==> src/rtl/aligner_pkg.sv <==
// Shared types and constants for the 66-bit block aligner and its lock controller.
package aligner_pkg;

   typedef enum logic [1:0] {
      HUNT   = 2'd0,
      SLIP   = 2'd1,
      SETTLE = 2'd2,
      LOCKED = 2'd3
   } lock_state_t;

   localparam logic [1:0] SYNC_DATA = 2'b01;
   localparam logic [1:0] SYNC_CTRL = 2'b10;

   localparam int unsigned OFFSET_W = 7;

endpackage

==> src/rtl/hdr_check.sv <==
// Combinational sync-header classifier: only the two legal 66b sync patterns are good.
module hdr_check
   import aligner_pkg::*;
(
   input  logic [1:0] hdr_i,
   output logic       good_o
);

   always_comb begin
      good_o = (hdr_i == SYNC_DATA) || (hdr_i == SYNC_CTRL);
   end

endmodule

==> src/rtl/block_lock_ctrl.sv <==
// Block-lock FSM: hunts for sync-header alignment by slipping the aligner offset,
// then monitors header errors per window once locked.
module block_lock_ctrl
   import aligner_pkg::*;
#(
   parameter int unsigned OFFSET_MAX    = 65,
   parameter int unsigned GOOD_TO_LOCK  = 64,
   parameter int unsigned WINDOW        = 64,
   parameter int unsigned BAD_TO_UNLOCK = 16,
   parameter int unsigned SETTLE        = 2
)
(
   input  logic                clk_i,
   input  logic                rst_i,
   input  logic                hdr_dv_i,
   input  logic [1:0]          hdr_i,
   output logic [OFFSET_W-1:0] block_offset_o,
   output logic                slip_o,
   output logic                locked_o,
   output logic [7:0]          slip_cnt_o
);

   localparam int unsigned GOOD_W = $clog2(GOOD_TO_LOCK + 1);
   localparam int unsigned WIN_W  = $clog2(WINDOW + 1);
   localparam int unsigned BAD_W  = $clog2(BAD_TO_UNLOCK + 1);
   localparam int unsigned SET_W  = (SETTLE > 0) ? $clog2(SETTLE + 1) : 1;

   lock_state_t          state;
   logic [GOOD_W-1:0]    good_cnt;
   logic [WIN_W-1:0]     win_cnt;
   logic [BAD_W-1:0]     bad_cnt;
   logic [SET_W-1:0]     settle_cnt;

   logic                 hdr_good;
   logic [GOOD_W-1:0]    good_nxt;
   logic [WIN_W-1:0]     win_nxt;
   logic [BAD_W-1:0]     bad_nxt;
   logic [OFFSET_W-1:0]  offset_nxt;
   logic                 enter_slip;

   hdr_check u_hdr_check (
      .hdr_i  (hdr_i),
      .good_o (hdr_good)
   );

   always_comb begin
      good_nxt   = good_cnt + GOOD_W'(1);
      win_nxt    = win_cnt + WIN_W'(1);
      bad_nxt    = bad_cnt;
      if (!hdr_good) begin
         bad_nxt = bad_cnt + BAD_W'(1);
      end
      offset_nxt = (block_offset_o == OFFSET_W'(OFFSET_MAX)) ? '0
                                                             : block_offset_o + OFFSET_W'(1);
      enter_slip = 1'b0;
      if (hdr_dv_i) begin
         if (state == HUNT && !hdr_good) begin
            enter_slip = 1'b1;
         end
         // Unlock is tested before window rollover so a 16th bad on header 64 wins.
         if (state == LOCKED && bad_nxt == BAD_W'(BAD_TO_UNLOCK)) begin
            enter_slip = 1'b1;
         end
      end
   end

   always_ff @(posedge clk_i) begin
      if (rst_i) begin
         state          <= HUNT;
         block_offset_o <= '0;
         slip_o         <= 1'b0;
         locked_o       <= 1'b0;
         slip_cnt_o     <= '0;
         good_cnt       <= '0;
         win_cnt        <= '0;
         bad_cnt        <= '0;
         settle_cnt     <= '0;
      end else begin
         slip_o <= 1'b0;
         // Slip outputs are registered on entry so they are visible during the SLIP cycle.
         if (enter_slip) begin
            state          <= SLIP;
            block_offset_o <= offset_nxt;
            slip_o         <= 1'b1;
            locked_o       <= 1'b0;
            if (slip_cnt_o != '1) begin
               slip_cnt_o <= slip_cnt_o + 8'd1;
            end
            good_cnt   <= '0;
            win_cnt    <= '0;
            bad_cnt    <= '0;
            settle_cnt <= SET_W'(SETTLE);
         end else begin
            case (state)
               HUNT: begin
                  if (hdr_dv_i) begin
                     if (good_nxt == GOOD_W'(GOOD_TO_LOCK)) begin
                        state    <= LOCKED;
                        locked_o <= 1'b1;
                        good_cnt <= '0;
                        win_cnt  <= '0;
                        bad_cnt  <= '0;
                     end else begin
                        good_cnt <= good_nxt;
                     end
                  end
               end
               SLIP: begin
                  good_cnt <= '0;
                  state    <= (SETTLE == 0) ? HUNT : aligner_pkg::SETTLE;
               end
               aligner_pkg::SETTLE: begin
                  if (hdr_dv_i) begin
                     if (settle_cnt <= SET_W'(1)) begin
                        state      <= HUNT;
                        settle_cnt <= '0;
                        good_cnt   <= '0;
                     end else begin
                        settle_cnt <= settle_cnt - SET_W'(1);
                     end
                  end
               end
               LOCKED: begin
                  if (hdr_dv_i) begin
                     if (win_nxt == WIN_W'(WINDOW)) begin
                        win_cnt <= '0;
                        bad_cnt <= '0;
                     end else begin
                        win_cnt <= win_nxt;
                        bad_cnt <= bad_nxt;
                     end
                  end
               end
               default: state <= HUNT;
            endcase
         end
      end
   end

endmodule

==> config.mk <==
export PLATFORM = sky130hd
export DESIGN_NAME = block_lock_ctrl
export DESIGN_NICKNAME = d
export VERILOG_FILES = /design/src/rtl/aligner_pkg.sv /design/src/rtl/hdr_check.sv /design/src/rtl/block_lock_ctrl.sv
export SDC_FILE = /design/constraint.sdc
export NUM_CORES = 1
export LEC_CHECK = 0
export CORE_ASPECT_RATIO = 0.75
export CORE_MARGIN = 8
export CORE_UTILIZATION = 50
export CTS_BUF_LIST = sky130_fd_sc_hd__clkbuf_8
export DETAILED_ROUTE_END_ITERATION = 10
export PLACE_DENSITY_LB_ADDON = 0.3
export SYNTH_ARGS = -nofsm -noshare
export SYNTH_HDL_FRONTEND = slang
export SYNTH_SLANG_ARGS = --single-unit
==> constraint.sdc <==
create_clock -name clk_i -period 4.1 [get_ports clk_i]
set_clock_uncertainty 0.15 [all_clocks]
set_input_delay 0.82 -clock clk_i [delete_from_list [all_inputs] [get_ports clk_i]]
set_output_delay 0.82 -clock clk_i [all_outputs]
set_load 0.02 [all_outputs]
==> metrics list <==
- Status: completed
- H-tree level count: 2
- The analysis attributes to cell leakage a power of roughly 0.00085 µW.
- Final hold slack: 322.9 ps
- After detailed routing, the average wire length per cell comes to 13.39 µm.
- The first global-routing pass estimated about 8 mm of wire.
- IR analysis of the VDD net gives a maximum drop of 190.2 µV.
* Crit share post-route: between 80% and 90%
- Clock transition at the register clock pins on the worst setup and hold paths after CTS: ~80 ps
* Core area: 4335 µm²
- Detailed Route WL: 4.645 mm
- Setup repair after global routing left no endpoint under its margin.
* Vias per Instance: 5.781
- Relative to the synthesized area, the layout overhead comes to 16.03%.
- Adding up every negative setup slack in the final design gives 0 ps.
- Registers take ~800 µm².
* Register area share after synthesis: between 30% and 40%
* Setup slack after layout: 664.0 ps
* Worst min-delay path startpoint: settle_cnt[0]
- Counting flops with a built-in enable in the synthesized netlist gives 0.
- The worst hold path was traced through 2 stages.
* Detailed-route via count: 2,006
- Final antenna diode count: 0
- The setup check on the worst reg-to-reg path leaves a slack of 1330 ps.
* Cell area after technology mapping: 2201 µm²
- Crit path launch type: input pin
* Clk_lat worst skew: 290 ps
- Final net count: 304
- At the worst endpoint, the required time is ~4100 ps.
- The finished cells cover 2554 µm².
- The clock passes through at most 2 buffers.
- The worst path needs 3436 ps of the cycle, external delays included.
* Residual antenna-violating net count after detailed routing: 0
- Normalized max-slew margin: 25.03%
* HPWL Detailed: 3.288 mm
- The path class of the tightest hold or removal check is reg2reg.
- Slew of the pin with the lowest slew margin: 1124 ps
- Number of placement rows: 21
* All-layer global routing usage: 14.21%
* Root buffer cell: sky130_fd_sc_hd__clkbuf_8
* Global placer's final weighted congestion: 0.8122
- The total count of max-transition violations in the final report came to 0.
* PD cells: approximately 410 nW/µm²
* CTS Hold Buffers Added: 0
- In this run the cell area measured after placement is 2446 µm².
- STA classifies the critical path endpoint as a flip-flop.
- Initial antenna violation count: 0
- The number of global-route vias before repair came to 1,787.
- End of the worst register-to-register path: slip_cnt_o[5]
- In the synthesized netlist the async set-or-reset flop fraction comes to 0%.
- Highest achievable clock rate: 291.0 MHz
- Worst r2r path cells: 7
- During synthesis, Yosys emitted a total of 0 warnings.
- Setup violations remaining at the end of the flow were counted as 0.
- Post-synth net total: 286
- R2R Path Start: bad_cnt[0]
- Initial core utilization: 50.76%
- Max-Cap Viols: 0
* Share of post-route cells with drive strength above 1: 7.586%
* CTS Buf Count: 5
- The final-report hold violation count came to 0.
- After clock tree synthesis, the setup repair step added 0 buffers.
- Worst EP arrival: about 3500 ps
* Largest net degree at the start of global routing: 30
- Of all nets on the critical path, the largest fanout is 29.
* DIE AREA: 6803 µm²
- Ports: 22
- Initial DRC count: 126
- Flip-flop cell with the highest count after synthesis: sky130_fd_sc_hd__dfxtp_1
* # clock sinks: 40
* Highest-count cells in the layout ignoring fill and taps: sky130_fd_sc_hd__dfxtp_1, sky130_fd_sc_hd__nor2_1, sky130_fd_sc_hd__a21oi_1
- Die height: 73.46 µm
* Synthesized flop and latch total: 40
* Cell count after synthesis: around 270
* Fillcell total: 390
- The count of buffers added on input and output ports is 21.
- The worst setup path is of the in2reg kind.
- Most common cell after layout, fill and taps aside: sky130_fd_sc_hd__dfxtp_1
- In this run the mean area of a mapped cell was 8.121 µm².
* Endpoint of the worst hold path: settle_cnt[0]
- Total congestion overflow: 0
* Post-CTS resize count: 0
* Initial DRT Pass Iterations: 4
- Counting distinct cell types in the post-synthesis netlist gives 50.
- DRC errors left: 0
- Overall die width: 92.61 µm
* Worst-case setup slack after placement: a little under 400 ps
- TritonCTS built the clock tree.
- Total area of multi-input combinational cells: 1308 µm²
[worst max-delay path: stages]
cell and delay [ps]:
sky130_fd_sc_hd__clkdlybuf4s50_1 450, sky130_fd_sc_hd__xnor2_1 380, sky130_fd_sc_hd__nand4_1 180, sky130_fd_sc_hd__xnor2_1 210, sky130_fd_sc_hd__a21oi_2 900, sky130_fd_sc_hd__buf_4 260, sky130_fd_sc_hd__nor2_1 50, sky130_fd_sc_hd__a32o_1 210
[state kept, by name, indices dropped and copies added (netlist names)]
signal / count
bad_cnt: 5
block_offset_o: 7
good_cnt: 7
locked_o: 1
settle_cnt: 2
slip_cnt_o: 8
slip_o: 1
state: 2
win_cnt: 7
[cell usage after synthesis, types with 2 or more instances]
| cell type | count | share of area [%] |
|---|---|---|
| sky130_fd_sc_hd__buf_2 | 2 | 0.45 |
| sky130_fd_sc_hd__or2_2 | 2 | 0.57 |
| sky130_fd_sc_hd__buf_1 | 3 | 0.51 |
| sky130_fd_sc_hd__or3_1 | 3 | 0.85 |
| sky130_fd_sc_hd__a31oi_1 | 4 | 1.1 |
| sky130_fd_sc_hd__nor4b_1 | 3 | 1.2 |
| sky130_fd_sc_hd__dfxtp_1 | 40 | 36 |
| sky130_fd_sc_hd__inv_1 | 9 | 1.5 |
| sky130_fd_sc_hd__o21ai_0 | 18 | 4.1 |
| sky130_fd_sc_hd__a21oi_1 | 28 | 6.4 |
| sky130_fd_sc_hd__o21a_1 | 2 | 0.68 |
| sky130_fd_sc_hd__o41ai_1 | 2 | 0.80 |
| sky130_fd_sc_hd__nor2b_1 | 4 | 1.1 |
| sky130_fd_sc_hd__clkbuf_1 | 7 | 1.2 |
| sky130_fd_sc_hd__a211oi_1 | 2 | 0.68 |
| sky130_fd_sc_hd__nand2_1 | 22 | 3.8 |
| sky130_fd_sc_hd__nand3_1 | 12 | 2.7 |
| sky130_fd_sc_hd__nor3_1 | 4 | 0.91 |
| sky130_fd_sc_hd__xnor2_1 | 3 | 1.2 |
| sky130_fd_sc_hd__nor2_1 | 31 | 5.3 |
| sky130_fd_sc_hd__and3_1 | 6 | 1.7 |
| sky130_fd_sc_hd__ha_1 | 10 | 5.7 |
| sky130_fd_sc_hd__nand4_1 | 5 | 1.4 |
| sky130_fd_sc_hd__a22oi_1 | 4 | 1.4 |
| sky130_fd_sc_hd__or4_1 | 10 | 3.4 |
| sky130_fd_sc_hd__nand3b_1 | 3 | 1.0 |
| sky130_fd_sc_hd__or4b_2 | 3 | 1.4 |
| sky130_fd_sc_hd__and2_1 | 2 | 0.57 |
| sky130_fd_sc_hd__o31ai_1 | 6 | 2.0 |
[through the flow]
step	utilization, %	total power (µW)	std cells
6_report	58.90	1050	347
5_1_grt	58.90	1112	347
4_1_cts	58.90	1054	347
3_5_place_dp	56.42	740.2	339
3_3_place_gp	56.42	734.6	339
2_1_floorplan	-	671.8	271
[area by class of cell]
type | instances | share of cell area, %
well taps | 57 | 2.793
clock buffers | 5 | 2.695
clock inverters | 3 | 1.519
multi-input cells | 209 | 51.20
flip-flops and latches | 40 | 31.36
inverters | 9 | 1.323
repair buffers | 24 | 9.113
[report_power, final]
| group | internal, µW | switching, µW | total [µW] |
|---|---|---|---|
| combinational | 106 | 186 | 292 |
| sequential | 413 | 29.1 | 442 |
| clock | 178 | 137 | 315 |
[metal layers]
layer / vias to the layer above / part of all wire [%] / global-route usage (%)
met3: 6 / 3.7 / 3.163
met2: 35 / 43 / 22.78
met5: - / 0 / 0
met1: 926 / 51 / 18.28
met4: 0 / 1.4 / 5.160
li1: 1039 / - / -
[cell families (layout without fill, tap and decap cells)]
logic type	after synthesis	count (layout)	synth area share, %
AOI/OAI and AO/OA	77	77	22.63
xor gates and xnor gates	4	4	1.592
adders and majority gates	10	10	5.685
buffers and inverters	22	41	4.207
DFF	40	40	36.38
muxes	2	2	0.9664
and+or+nand+nor	116	116	28.54
[how the worst max path moves through the flow]
stage                   from           endpoint  slack (ps)  cells past startpoint
floorplan           hdr_i[1]      slip_cnt_o[5]        1190                      7
global placement    hdr_i[0]  block_offset_o[2]         450                      8
detailed placement  hdr_i[0]  block_offset_o[2]         390                      8
CTS                 hdr_i[0]  block_offset_o[2]         670                      8
global route        hdr_i[0]  block_offset_o[2]         520                      8
finish              hdr_i[0]  block_offset_o[2]         660                      8
Note: power is estimated with default switching activity, not from simulation.
